$ cat config.mk
export PLATFORM = sky130hd
export DESIGN_NAME = blink_sequencer
export DESIGN_NICKNAME = d
export VERILOG_FILES = /design/src/rtl/blink_sequencer.sv
export SDC_FILE = /design/constraint.sdc
export NUM_CORES = 1
export LEC_CHECK = 0
export ABC_AREA = 1
export BUFFER_PORTS_ARGS = -buffer_cell sky130_fd_sc_hd__buf_2
export CORE_MARGIN = 2
export CORE_UTILIZATION = 55
export DETAILED_ROUTE_END_ITERATION = 10
export PLACE_DENSITY_LB_ADDON = 0.15
export SETUP_SLACK_MARGIN = 0.4
export SYNTH_ARGS = -nofsm -noshare
export SYNTH_HDL_FRONTEND = slang
export SYNTH_SLANG_ARGS = --single-unit
$ cat constraint.sdc
create_clock -name clk -period 4.3 [get_ports clk]
set_input_delay 0.86 -clock clk [delete_from_list [all_inputs] [get_ports clk]]
set_output_delay 0.86 -clock clk [all_outputs]
set_load 0.02 [all_outputs]
$ cat src/rtl/blink_sequencer.sv
// blink_sequencer: prescaled tick generator with debounced switches and four
// LED display modes (pass, blink, chase, alternate).
module blink_sequencer #(
  parameter logic [27:0] DIV = 28'd25000000,
  parameter int unsigned DEB = 3
) (
  input  logic       clk,
  input  logic       rst,
  input  logic [3:0] sw,
  input  logic [1:0] mode_sel,
  output logic [3:0] led,
  output logic       tick,
  output logic [1:0] mode,
  output logic [3:0] sw_db
);

  typedef enum logic [1:0] {
    M_PASS  = 2'b00,
    M_BLINK = 2'b01,
    M_CHASE = 2'b10,
    M_ALT   = 2'b11
  } mode_e;

  localparam logic [3:0] DEB_L = 4'(DEB);

  logic [27:0] r_cnt;
  logic        r_tick;
  logic [3:0]  r_sw_s1;
  logic [3:0]  r_sw_s2;
  logic [1:0]  r_mode_s1;
  logic [1:0]  r_mode_s2;
  logic [3:0]  r_db_cnt [4];
  logic [3:0]  r_sw_db;
  mode_e       r_mode;
  logic        r_phase;
  logic [1:0]  r_ptr;
  logic [3:0]  r_led;
  logic [1:0]  w_first;
  logic [1:0]  w_next;
  logic [3:0]  w_led;

  // Tick is registered off the terminal count, so it lands DIV edges after reset.
  always_ff @(posedge clk or posedge rst) begin
    if (rst) begin
      r_cnt  <= 28'd0;
      r_tick <= 1'b0;
    end else begin
      r_cnt  <= (r_cnt == DIV - 28'd1) ? 28'd0 : r_cnt + 28'd1;
      r_tick <= (r_cnt == DIV - 28'd1);
    end
  end

  always_ff @(posedge clk or posedge rst) begin
    if (rst) begin
      r_sw_s1   <= 4'b0000;
      r_sw_s2   <= 4'b0000;
      r_mode_s1 <= 2'b00;
      r_mode_s2 <= 2'b00;
    end else begin
      r_sw_s1   <= sw;
      r_sw_s2   <= r_sw_s1;
      r_mode_s1 <= mode_sel;
      r_mode_s2 <= r_mode_s1;
    end
  end

  // A channel must disagree with sw_db on DEB consecutive ticks to flip.
  always_ff @(posedge clk or posedge rst) begin
    if (rst) begin
      r_sw_db <= 4'b0000;
      for (int i = 0; i < 4; i++) r_db_cnt[i] <= 4'd0;
    end else if (r_tick) begin
      for (int i = 0; i < 4; i++) begin
        if (r_sw_s2[i] != r_sw_db[i]) begin
          if (r_db_cnt[i] + 4'd1 == DEB_L) begin
            r_sw_db[i]  <= r_sw_s2[i];
            r_db_cnt[i] <= 4'd0;
          end else begin
            r_db_cnt[i] <= r_db_cnt[i] + 4'd1;
          end
        end else begin
          r_db_cnt[i] <= 4'd0;
        end
      end
    end
  end

  // Descending loops let the lowest index / nearest successor win.
  always_comb begin
    w_first = 2'd0;
    w_next  = r_ptr;
    for (int i = 3; i >= 0; i--) w_first = r_sw_db[i] ? 2'(i) : w_first;
    for (int k = 3; k >= 1; k--) w_next = r_sw_db[r_ptr + 2'(k)] ? r_ptr + 2'(k) : w_next;
  end

  always_ff @(posedge clk or posedge rst) begin
    if (rst) begin
      r_mode  <= M_PASS;
      r_phase <= 1'b0;
      r_ptr   <= 2'd0;
    end else if (r_tick) begin
      if (r_mode_s2 != r_mode) begin
        r_mode  <= mode_e'(r_mode_s2);
        r_phase <= 1'b0;
        r_ptr   <= w_first;
      end else begin
        r_phase <= ~r_phase;
        if (r_mode == M_CHASE) r_ptr <= w_next;
      end
    end
  end

  always_comb begin
    w_led = 4'b0000;
    case (r_mode)
      M_PASS:  w_led = r_sw_db;
      M_BLINK: w_led = r_phase ? r_sw_db : 4'b0000;
      M_CHASE: w_led = (4'b0001 << r_ptr) & r_sw_db;
      M_ALT:   w_led = r_sw_db & (r_phase ? 4'b1010 : 4'b0101);
      default: w_led = 4'b0000;
    endcase
  end

  always_ff @(posedge clk or posedge rst) begin
    if (rst) r_led <= 4'b0000;
    else     r_led <= w_led;
  end

  assign led   = r_led;
  assign tick  = r_tick;
  assign mode  = r_mode;
  assign sw_db = r_sw_db;

endmodule

==> impl.org <==
** Global route
- The number of global-route vias before repair was ~3000.
- After global routing the overflow that remains totals 0.
- The first global-routing pass estimated about 13000 µm of wire.
- Entering global routing, the biggest net connects 49 pins.
- Global routing consumed, over all layers together, between 20% and 30% of the routing resources.
- The initial antenna violation count came to 0.

** Synthesis
- Gate count after technology mapping :: approximately 500
- After Yosys synthesis, and, or, nand and nor cells account for between 30 and 40% of the synthesized area.
- After synthesis, the mean cell area works out to approximately 7.6 µm².
- Synthesized netlist net count :: approximately 520
- Counting flops with an async set or reset pin after synthesis yields a share of 100%.
- Counting flops and latches in the post-synthesis netlist gives 70.
- Summing the areas of all compound-gate instances in the mapped netlist gives ~3.3% of the synthesized area.
- Of the post-synthesis cell area, the part taken by muxes is 0%.
- The number of different library cells used by synthesis comes to 23.
- Most common flop cell mapped by yosys :: dfrtp_1
- In this run the cell area of the synthesized design comes to approximately 3800 µm².
- Summing the sequential cell areas from Yosys gives between 40% and 50% of the chip area.
- Summing the areas of all fa, ha and maj instances in the mapped netlist gives 4.30% of the synthesized area.
- Counting flops with a built-in enable in the synthesized netlist gives 0.
- Largest family of logic cells by synthesized area :: simple AND/OR/NAND/NOR gates
- Syn. warnings :: 0
- Xor/xnor cell area share of the yosys netlist :: 6.26%

** STA
- Tcrit/Tclk final :: between 50% and 60%
- Final hold analysis gives a worst-case slack of 352 ps.
- Setup TNS after final layout :: 0 ps
- Hold Fails Final Rpt :: 0
- Subtracting the final worst setup slack from the clock period gives 2250 ps.
- On the final layout, the worst clock skew is between 7 and 8 ps.
- Fmax achieved :: 444 MHz
- Setup violations remaining at the end of the flow were counted as 0.
- At the pin with the least slew margin, the transition time is between 900 and 1000 ps.
- RSZ-0062 raised after global routing :: no
- Count of pins over their slew limit :: 0
- Worst slew margin relative to its limit :: 37.0%

** Worst setup path
- Max FO, Critical Path :: 22
- Worst path top cell family by delay :: flip-flops
- In this design, the stage delay of the slowest critical-path cell is 770 ps.
- The worst setup path is of the register to output port kind.
- Required time of the worst setup path :: approximately 3400 ps
- Critical Path Slowest Stage Cell :: dfrtp_1
- The signal on the critical path passes through buf_2.
- Endpoint arrival time on the critical path :: between 1000 and 1500 ps
- Kind of launch point of the worst setup path :: register
- Worst Path Buf+Inv :: 1
- STA classifies the critical path endpoint as an output port.

** Outcome
- Status :: finished clean

** Clock network
- Insertion delay of the later-clocked pin in the worst-skew pair :: 350 ps
- Count of cells resized by post-cts repair :: 0
- Clock Pin Slew Worst Setup and Hold Paths :: 70 ps
- The H-tree was split into 3 levels.
- Post-CTS Hold Buffers :: 0
- Clock buffer depth :: 2
- Clock tree from TritonCTS :: yes
- Setup Fix Bufs, Post-CTS :: 0
- In this run the clock root is driven by a clkbuf_8.
- Number of CTS-inserted buffers :: 9
- Sink Count :: 70

** Placement
- GP Congestion :: 0.912
- Detail Placement HPWL :: ~5600 µm
- Buffers on Ports :: 18

** Finish
- The library cell used most frequently in the layout, excluding fill and tap cells, is nand2_1.
- Multi-input logic area :: between 1500 and 2000 µm²
- Net count, final :: 544
- Syn-to-layout area delta :: 9.63%
- The filler cells instantiated in the layout total 606.
- Share of final-layout standard cells stronger than drive strength 1 :: between 8 and 9%
- 0 antenna diodes ended up in the layout.
- Most used cells in the layout excluding fill and tap cells :: nand2_1, nor2_1, dfrtp_1
- In the final layout, flip-flops and latches occupy ~1800 µm².

** Floorplan
- The initialized floorplan defines 30 standard-cell rows.
- The initial utilization of the core area, before any placement, comes to a little under three fifths.
- Area of the die :: roughly 7600 µm²
- I/O pin cnt :: 19
- Horizontal die dimension :: slightly below 90 µm
- From bottom edge to top edge, the die measures between 80 and 90 µm.
- The floorplan step defined a core boundary enclosing ~6700 µm².

** Route
- The first routing iteration left 211 violations.
- First-pass iteration count of the detailed router :: 5
- The final layout contains routed wiring with a total length of 7540 µm.
- Total via count in the routed design :: between 3000 and 4000
- Using the TritonRoute via totals, the vias-per-cell ratio works out to 5.09.
- Once detail routing completed, the nets flagged for antenna violations numbered 0.
- After detailed routing, the number of remaining DRC violations is 0.
- Average wire length per cell after detail routing :: 12.4 µm

** Power
- Power spread over the standard cell area amounts to 292 nW/µm².
- IR analysis of the VDD net gives a maximum drop of 177 µV.
- The analysis attributes to cell leakage a power of around 2.1 nW.

** Min path
- The tightest min-delay check is of the register to register type.

** Flow run
- Max-cap violations in this run came to 0.
-- metal layers --
metal | global-route usage (%) | vias to the layer above | routed length, µm
li1 | - | 1592 | -
met1 | 27.9 | 1436 | 3470
met2 | 38.2 | 53 | 3690
met3 | 5.31 | 13 | 237
met4 | 6.82 | 0 | 132
met5 | 0 | - | 0
-- cell usage after synthesis, types with 2 or more instances --
cell | count | area (µm²)
clkbuf_1 | 2 | 7.51
dfrtp_1 | 70 | 1750
ha_1 | 13 | 163
inv_1 | 67 | 251
inv_2 | 2 | 7.51
nand2_1 | 148 | 556
nand3_1 | 37 | 185
nand4_1 | 9 | 56.3
nor2_1 | 75 | 282
nor2_2 | 3 | 18.8
nor3_1 | 11 | 55.1
nor3_2 | 2 | 20.0
nor4_1 | 2 | 12.5
o21ai_0 | 22 | 110
xnor2_1 | 8 | 70.1
xor2_1 | 19 | 166
-- logic make-up (layout without fill, tap and decap cells) --
group / count (synthesis) / in the layout
fa+ha+maj: 13 / 13
flops: 70 / 70
simple gates: 290 / 290
xor+xnor: 27 / 27
buf+inv: 73 / 104
compound gates: 24 / 24
-- state kept, by name, summed over array words and instances, names as in the netlist --
| name | count |
|---|---|
| r_cnt | 28 |
| r_db_cnt | 16 |
| led | 4 |
| r_sw_s1 | 4 |
| r_sw_s2 | 4 |
| sw_db | 4 |
| mode | 2 |
| r_mode_s1 | 2 |
| r_mode_s2 | 2 |
| r_ptr | 2 |
| r_phase | 1 |
| tick | 1 |
-- final timing paths --
path	end	startpoint	slack (ps)	cells past startpoint
min in group asynchronous	r_cnt[6]	rst	720	2
max in group asynchronous	led[2]	rst	2750	3
worst max register to register	r_ptr[0]	r_ptr[0]	2550	10
worst min register to register	r_mode_s2[0]	r_mode_s1[0]	350	0
worst max-delay path	tick	tick	2050	1
worst min-delay path	r_mode_s2[0]	r_mode_s1[0]	350	0
-- final cells by class --
cell class / instances / area share (%)
clock buffers: 11 / 3.17
clock inverters: 5 / 1.42
inverters: 69 / 6.25
multi-input cells: 354 / 42.1
flip-flops and latches: 70 / 42.3
well taps: 80 / 2.42
repair buffers: 19 / 2.36
-- through the flow --
step                utilization, %  area (µm²)  total power [mW]  cells  worst slack (ps)
floorplan                        -        3780             0.695    497              1670
global placement              58.8        3950             0.704    592              2290
detailed placement            58.8        3950             0.704    592              2270
CTS                           61.7        4140              1.23    608              2040
global route                  61.7        4140              1.26    608              1960
finish                        61.7        4140              1.21    608              2050
-- power breakdown --
part	switching (mW)	internal (mW)	leakage (nW)
registers	0.00312	0.664	0.936
logic	0.0179	0.00579	1.08
clock network	0.252	0.269	0.0899
Note: power is estimated with default switching activity, not from simulation.
